## src/rtl/uart_cmd_wrapper.sv

```systemverilog
// UART front end: 8N1 receiver pairing bytes into 16-bit commands (high byte first),
// plus an independent 8N1 transmitter for one-byte responses.
module uart_cmd_wrapper #(
  parameter int BAUD_DIV = 2604,
  parameter int BYTE_TO  = 32
) (
  input  logic        clk,
  input  logic        rst,
  input  logic        RX,
  output logic        TX,
  output logic [15:0] cmd,
  output logic        cmd_rdy,
  input  logic        clr_cmd_rdy,
  input  logic [7:0]  resp,
  input  logic        send_resp,
  output logic        tx_busy,
  output logic        resp_sent
);

  localparam logic [15:0] FULL_BIT = 16'(BAUD_DIV);
  localparam logic [15:0] HALF_BIT = 16'(BAUD_DIV / 2);
  localparam logic [15:0] LAST_CLK = 16'(BAUD_DIV - 1);
  localparam logic [15:0] TO_LIMIT = 16'(BYTE_TO);

  typedef enum logic [1:0] {RX_IDLE, RX_START, RX_DATA, RX_STOP} rx_state_t;
  typedef enum logic       {AS_WAIT_HI, AS_WAIT_LO}               as_state_t;
  typedef enum logic       {TX_IDLE, TX_XMIT}                     tx_state_t;

  rx_state_t   rx_state, rx_next;
  as_state_t   as_state, as_next;
  tx_state_t   tx_state, tx_next;

  logic        rx_p0, rx_p1, rx_p2;
  logic        rx_fall, rx_tick, byte_ok, byte_rdy;
  logic [15:0] rx_cnt;
  logic [2:0]  rx_bits;
  logic [7:0]  rx_shift;

  logic        load_hi, load_lo, to_expired;
  logic [15:0] to_div, to_cnt;

  logic        tx_start, tx_done;
  logic [15:0] tx_cnt;
  logic [3:0]  tx_bits;
  logic [8:0]  tx_shift;

  // Stage p0..p2: RX synchronizer plus one extra flop for falling-edge detection
  always_ff @(posedge clk) begin
    if (rst) begin
      rx_p0 <= 1'b1;
      rx_p1 <= 1'b1;
      rx_p2 <= 1'b1;
    end else begin
      rx_p0 <= RX;
      rx_p1 <= rx_p0;
      rx_p2 <= rx_p1;
    end
  end

  assign rx_fall = rx_p2 & ~rx_p1;
  assign rx_tick = (rx_cnt == 16'd1);

  // Receiver: sample points are counter expiries, mid-bit after the half-bit start offset
  always_ff @(posedge clk) begin
    if (rst) rx_state <= RX_IDLE;
    else     rx_state <= rx_next;
  end

  always_comb begin
    rx_next = rx_state;
    byte_ok = 1'b0;
    case (rx_state)
      RX_IDLE:  if (rx_fall) rx_next = RX_START;
      RX_START: if (rx_tick) rx_next = rx_p1 ? RX_IDLE : RX_DATA;
      RX_DATA:  if (rx_tick && (rx_bits == 3'd7)) rx_next = RX_STOP;
      RX_STOP:  if (rx_tick) begin
                  rx_next = RX_IDLE;
                  byte_ok = rx_p1;
                end
      default:  rx_next = RX_IDLE;
    endcase
  end

  always_ff @(posedge clk) begin
    if (rst) begin
      rx_cnt   <= 16'd0;
      rx_bits  <= 3'd0;
      byte_rdy <= 1'b0;
    end else begin
      byte_rdy <= byte_ok;
      if (rx_state == RX_IDLE) begin
        rx_bits <= 3'd0;
        if (rx_fall) rx_cnt <= HALF_BIT;
      end else if (rx_tick) begin
        rx_cnt <= FULL_BIT;
        if (rx_state == RX_DATA) rx_bits <= rx_bits + 3'd1;
      end else begin
        rx_cnt <= rx_cnt - 16'd1;
      end
    end
  end

  always_ff @(posedge clk) begin
    if ((rx_state == RX_DATA) && rx_tick) rx_shift <= {rx_p1, rx_shift[7:1]};
  end

  // Assembler: the inter-byte timeout only runs while the receiver is idle
  assign to_expired = (to_cnt == TO_LIMIT);

  always_ff @(posedge clk) begin
    if (rst) as_state <= AS_WAIT_HI;
    else     as_state <= as_next;
  end

  always_comb begin
    as_next = as_state;
    load_hi = 1'b0;
    load_lo = 1'b0;
    case (as_state)
      AS_WAIT_HI: if (byte_rdy) begin
                    load_hi = 1'b1;
                    as_next = AS_WAIT_LO;
                  end
      AS_WAIT_LO: if (byte_rdy) begin
                    load_lo = 1'b1;
                    as_next = AS_WAIT_HI;
                  end else if (to_expired) begin
                    as_next = AS_WAIT_HI;
                  end
      default:    as_next = AS_WAIT_HI;
    endcase
  end

  always_ff @(posedge clk) begin
    if (rst) begin
      to_div <= 16'd0;
      to_cnt <= 16'd0;
    end else if (load_hi) begin
      to_div <= 16'd0;
      to_cnt <= 16'd0;
    end else if ((as_state == AS_WAIT_LO) && (rx_state == RX_IDLE)) begin
      if (to_div == LAST_CLK) begin
        to_div <= 16'd0;
        to_cnt <= to_cnt + 16'd1;
      end else begin
        to_div <= to_div + 16'd1;
      end
    end
  end

  // A fresh high byte drops any command the consumer never acknowledged
  always_ff @(posedge clk) begin
    if (rst) begin
      cmd     <= 16'h0000;
      cmd_rdy <= 1'b0;
    end else if (load_hi) begin
      cmd[15:8] <= rx_shift;
      cmd_rdy   <= 1'b0;
    end else if (load_lo) begin
      cmd[7:0] <= rx_shift;
      cmd_rdy  <= 1'b1;
    end else if (clr_cmd_rdy) begin
      cmd_rdy <= 1'b0;
    end
  end

  // Transmitter: start bit goes out on the accept edge, the rest shift from tx_shift
  always_ff @(posedge clk) begin
    if (rst) tx_state <= TX_IDLE;
    else     tx_state <= tx_next;
  end

  always_comb begin
    tx_next  = tx_state;
    tx_start = 1'b0;
    tx_done  = 1'b0;
    case (tx_state)
      TX_IDLE: if (send_resp) begin
                 tx_start = 1'b1;
                 tx_next  = TX_XMIT;
               end
      TX_XMIT: if ((tx_cnt == 16'd0) && (tx_bits == 4'd9)) begin
                 tx_done = 1'b1;
                 tx_next = TX_IDLE;
               end
      default: tx_next = TX_IDLE;
    endcase
  end

  always_ff @(posedge clk) begin
    if (rst) begin
      TX        <= 1'b1;
      tx_cnt    <= 16'd0;
      tx_bits   <= 4'd0;
      resp_sent <= 1'b0;
    end else begin
      resp_sent <= tx_done;
      if (tx_start) begin
        TX      <= 1'b0;
        tx_cnt  <= LAST_CLK;
        tx_bits <= 4'd0;
      end else if (tx_state == TX_XMIT) begin
        if (tx_cnt == 16'd0) begin
          tx_cnt <= LAST_CLK;
          if (tx_bits != 4'd9) begin
            TX      <= tx_shift[0];
            tx_bits <= tx_bits + 4'd1;
          end else begin
            TX <= 1'b1;
          end
        end else begin
          tx_cnt <= tx_cnt - 16'd1;
        end
      end
    end
  end

  always_ff @(posedge clk) begin
    if (tx_start) begin
      tx_shift <= {1'b1, resp};
    end else if ((tx_state == TX_XMIT) && (tx_cnt == 16'd0) && (tx_bits != 4'd9)) begin
      tx_shift <= {1'b1, tx_shift[8:1]};
    end
  end

  assign tx_busy = (tx_state == TX_XMIT);

endmodule
```

## config.mk

```make
export PLATFORM = sky130hd
export DESIGN_NAME = uart_cmd_wrapper
export DESIGN_NICKNAME = d
export VERILOG_FILES = /design/src/rtl/uart_cmd_wrapper.sv
export SDC_FILE = /design/constraint.sdc
export NUM_CORES = 1
export LEC_CHECK = 0
export ABC_AREA = 1
export BUFFER_PORTS_ARGS = -buffer_cell sky130_fd_sc_hd__buf_2
export CORE_ASPECT_RATIO = 1.4
export CORE_MARGIN = 5
export CORE_UTILIZATION = 55
export DETAILED_ROUTE_END_ITERATION = 8
export HOLD_SLACK_MARGIN = 0.06
export PLACE_DENSITY_LB_ADDON = 0.1
export REMOVE_ABC_BUFFERS = 1
export SLEW_MARGIN = 15
export SYNTH_ARGS = -nofsm -noshare
export SYNTH_HDL_FRONTEND = slang
export SYNTH_SLANG_ARGS = --single-unit
export TNS_END_PERCENT = 50
```

## constraint.sdc

```tcl
create_clock -name clk -period 1.7 [get_ports clk]
set_input_delay 0.255 -clock clk [delete_from_list [all_inputs] [get_ports clk]]
set_output_delay 0.255 -clock clk [all_outputs]
set_load 0.005 [all_outputs]
```

==> run metrics <==
ratio of cells with drive above 1 in the final layout 12.7%; Synth Area in Simple Gates between 30% and 40%; Residual DRC 0; number of nets in the layout 888; count of buffers inserted at the top-level ports 32; Final Slew Violations 0; final non-filler cell total 1,012; RR Startpoint tx_cnt[6]; library cells used by synthesis 37; critical register-to-register path endpoint tx_shift[2]; highest-delay cell along the critical path sky130_fd_sc_hd__dfxtp_1; standard cell core area 10,000 um^2; final core area utilization 66.8%; die width 95.7 um; share of power burned in the clock network 42.4%; flops & latches, synth 114; register area share after synthesis 43.2%; min-delay worst type primary input to register; number of detailed-routing iterations run before antenna repair 5; Compound-Gate Fraction of Synth Area 7.93%; clock latency of the later-clocked register in the worst-skew pair 410 ps; largest fanout on the critical path 8; FF-to-FF path depth 5; final hold violation count 0; CP Class register to register; worst-case clock skew between 9 and 10 ps; GRT Residual Overflow 0; Cell Area, Synth 5650 um^2; number of routed nets with antenna violations 0; area enclosed by the die boundary approximately 12,000 um^2; Rows 43; wire length of the first global-routing pass 22,000 um; proportion of power drawn by combinational gates 19.4%; most frequent CP cell sky130_fd_sc_hd__nor2_1; area post-placement 6090 um^2; mean instance size in the synthesized netlist roughly 7.0 um^2; final setup violating endpoints 0; number of sinks handled by clock tree synthesis 114; RD Place Congestion 0.914; shortest period the worst path allows 1630 ps; Final Routed Wirelength 13,200 um; cell count after synthesis 802; post-synthesis xor/xnor area fraction 4.96%; all-layer global routing usage 22.6%; data required time at the worst endpoint ~1800 ps; delay of the slowest critical-path stage ~320 ps; Seq pwr share 38.2%; clock tree from TritonCTS done; area share of fa/ha/maj cells after synthesis around 2.4%; Static Leakage 2.83 nW; number of vias per cell after detailed routing 5.25; power density over the cells roughly 1200 nW/um^2; cell depth of the worst hold path 2; result of the run finished, final reports clean; maximum count of clock buffers along a single path 2; multiplexer share of the synthesized area 0%; largest net degree at the start of global routing 28; flop-to-flop setup slack 70 ps; hold path start resp[7]; H-tree levels 4; number of vias in the routed layout 5,315; clock-pin slew on the worst setup and hold paths 50 ps; slew at the pin closest to its max-slew limit between 600 and 700 ps; area grow syn2layout 18.3%; Min Hold Slack ~110 ps; main combinational cell family by area after synthesis simple AND/OR/NAND/NOR gates; root buffer cell sky130_fd_sc_hd__clkbuf_16; initial antenna violation count 0; Ys Warns 0; detail-routed net length per standard cell 13.1 um; HPWL after detailed placement 9920 um; layout filler cell count 885; Fin Setup TNS 0 ps; max-capacitance violation count 0; Inserted Clock Buffers 17; switching fraction of total power 29.1%; instance count after placement with tap cells included 979; initial standard-cell utilization of the core 56.5%; via count of the first global-routing pass 5,136; switching component of the power ~2.3 mW; unrepaired setup endpoints after global routing no; sink of the worst hold path tx_shift[7]; Data arrival, critical path roughly 1700 ps; number of antenna cells inserted 0; fmax 612 MHz; CP Launch Type register; final critical-path share of the clock period 96.1%; Critical Path Sink Type register; Pint 5.59 mW; io pins 33; worst slew margin relative to its limit 54.0%; Die Y 130 um; maximum vdd ir drop roughly 0.7 mV; CP cell instances nor2_1, nand2_1, nor2_1, nand4_1, nand2_2; post-route cell area 6690 um^2; Starting DRT DRC Count 250
placed cells by master (no fill, tap or decap), drive strengths merged:
cell type / instances
a21oi: 50
a221oi: 1
a31oi: 1
buf: 57
bufinv: 2
clkbuf: 19
clkinv: 11
clkinvlp: 3
dfxtp: 98
dlygate4sd3: 1
edfxtp: 16
ha: 11
inv: 85
nand2: 202
nand3: 56
nand3b: 1
nand4: 18
nor2: 162
nor3: 10
nor3b: 1
nor4: 2
o211ai: 2
o21a: 1
o21ai: 29
o31ai: 2
or2: 4
xnor2: 4
xor2: 28
final cells by class:
type | instances | area (um^2) | share of cell area [%]
clock inverters | 13 | 119 | 1.78
clock buffers | 19 | 443 | 6.63
well taps | 135 | 169 | 2.53
repair buffers | 58 | 358 | 5.35
inverters | 88 | 342 | 5.11
flip-flops and latches | 114 | 2440 | 36.5
multi-input cells | 585 | 2810 | 42.1
kinds of logic after synthesis:
group | Yosys count
adders and majority gates | 11
and+or+nand+nor | 456
AOI/OAI and AO/OA | 86
DFF | 114
xor gates and xnor gates | 32
buffers and inverters | 103
worst max-delay path by stage:
stage	startpoint	end	slack (ps)
floorplan	rx_cnt[1]	rx_shift[0]	-70
global placement	tx_cnt[6]	tx_shift[7]	20
detailed placement	tx_cnt[6]	tx_shift[6]	-0.5
CTS	tx_cnt[10]	tx_cnt[7]	70
global route	rx_cnt[1]	rx_shift[6]	0.08
finish	tx_cnt[6]	tx_shift[2]	70
cell usage after synthesis:
cell type	count	area share, %
sky130_fd_sc_hd__o31ai_1	2	0.27
sky130_fd_sc_hd__clkinv_2	1	0.088
sky130_fd_sc_hd__nand3_1	54	4.8
sky130_fd_sc_hd__buf_2	5	0.44
sky130_fd_sc_hd__nand3b_1	1	0.13
sky130_fd_sc_hd__buf_4	1	0.13
sky130_fd_sc_hd__xnor2_1	4	0.62
sky130_fd_sc_hd__nor3b_1	1	0.13
sky130_fd_sc_hd__or2_2	4	0.44
sky130_fd_sc_hd__nand2_2	4	0.44
sky130_fd_sc_hd__ha_1	11	2.4
sky130_fd_sc_hd__xor2_1	28	4.3
sky130_fd_sc_hd__nor2_4	4	0.80
sky130_fd_sc_hd__nand2_4	1	0.20
sky130_fd_sc_hd__nand3_2	1	0.18
sky130_fd_sc_hd__o21ai_1	1	0.088
sky130_fd_sc_hd__edfxtp_1	16	8.5
sky130_fd_sc_hd__inv_6	1	0.16
sky130_fd_sc_hd__a31oi_1	1	0.11
sky130_fd_sc_hd__o21a_1	1	0.13
sky130_fd_sc_hd__o211ai_1	2	0.27
sky130_fd_sc_hd__a221oi_1	1	0.16
sky130_fd_sc_hd__nor3_1	10	0.89
sky130_fd_sc_hd__clkbuf_1	8	0.53
sky130_fd_sc_hd__dfxtp_1	98	35
sky130_fd_sc_hd__inv_1	80	5.3
sky130_fd_sc_hd__clkinv_1	3	0.20
sky130_fd_sc_hd__a21oi_1	50	4.4
sky130_fd_sc_hd__buf_6	1	0.20
sky130_fd_sc_hd__o21ai_0	28	2.5
sky130_fd_sc_hd__nor4_1	2	0.22
sky130_fd_sc_hd__nand2_1	197	13
sky130_fd_sc_hd__nor2_1	156	10
sky130_fd_sc_hd__nand4_1	18	2.0
sky130_fd_sc_hd__nand3_4	1	0.31
sky130_fd_sc_hd__inv_2	3	0.20
sky130_fd_sc_hd__nor2_2	2	0.22
worst max-delay path: cells and delay by family, from the launching register on:
kind,cells,cell delay [ps]
and+or+nand+nor,5,1000
DFF,1,320
routing by layer:
metal / GRT usage [%] / vias to the layer above / wire [um]
met4: 13.3 / 0 / 506
met5: 0 / - / 0
met1: 22.7 / 2451 / 5200
met2: 41.6 / 132 / 7000
met3: 4.90 / 43 / 540
li1: - / 2689 / -
sequential cells by signal (all words and copies together), names as in the netlist, 3 cells and up, named ones only:
signal    cells
cmd          16
rx_bits       3
to_div       16
tx_shift      8
rx_shift      8
tx_bits       4
tx_cnt       16
to_cnt       16
rx_cnt       16
what timing repair did:
item,CTS,global route
hold endpoints to repair,1,0
endpoints found under the setup margin,8,26
hold buffers,1,0
setup buffers,0,0
resized for setup,1,6
per-stage QoR:
step	setup WS, ps	power (mW)
2_1_floorplan	-72.4	4.10
4_1_cts	69.2	7.92
3_5_place_dp	-0.519	4.56
5_1_grt	0.0778	8.32
6_report	67.1	7.89
3_3_place_gp	16.9	4.52
power groups by stage:
stage	combinational (mW)	sequential [mW]	clock (mW)
after floorplan	1.08	3.03	0
after global routing	1.74	3.03	3.55
after CTS	1.51	3.01	3.40
after global placement	1.47	3.05	0
final	1.53	3.01	3.34
after detailed placement	1.50	3.06	0
No activity file was read; power rests on OpenSTA's default activity.
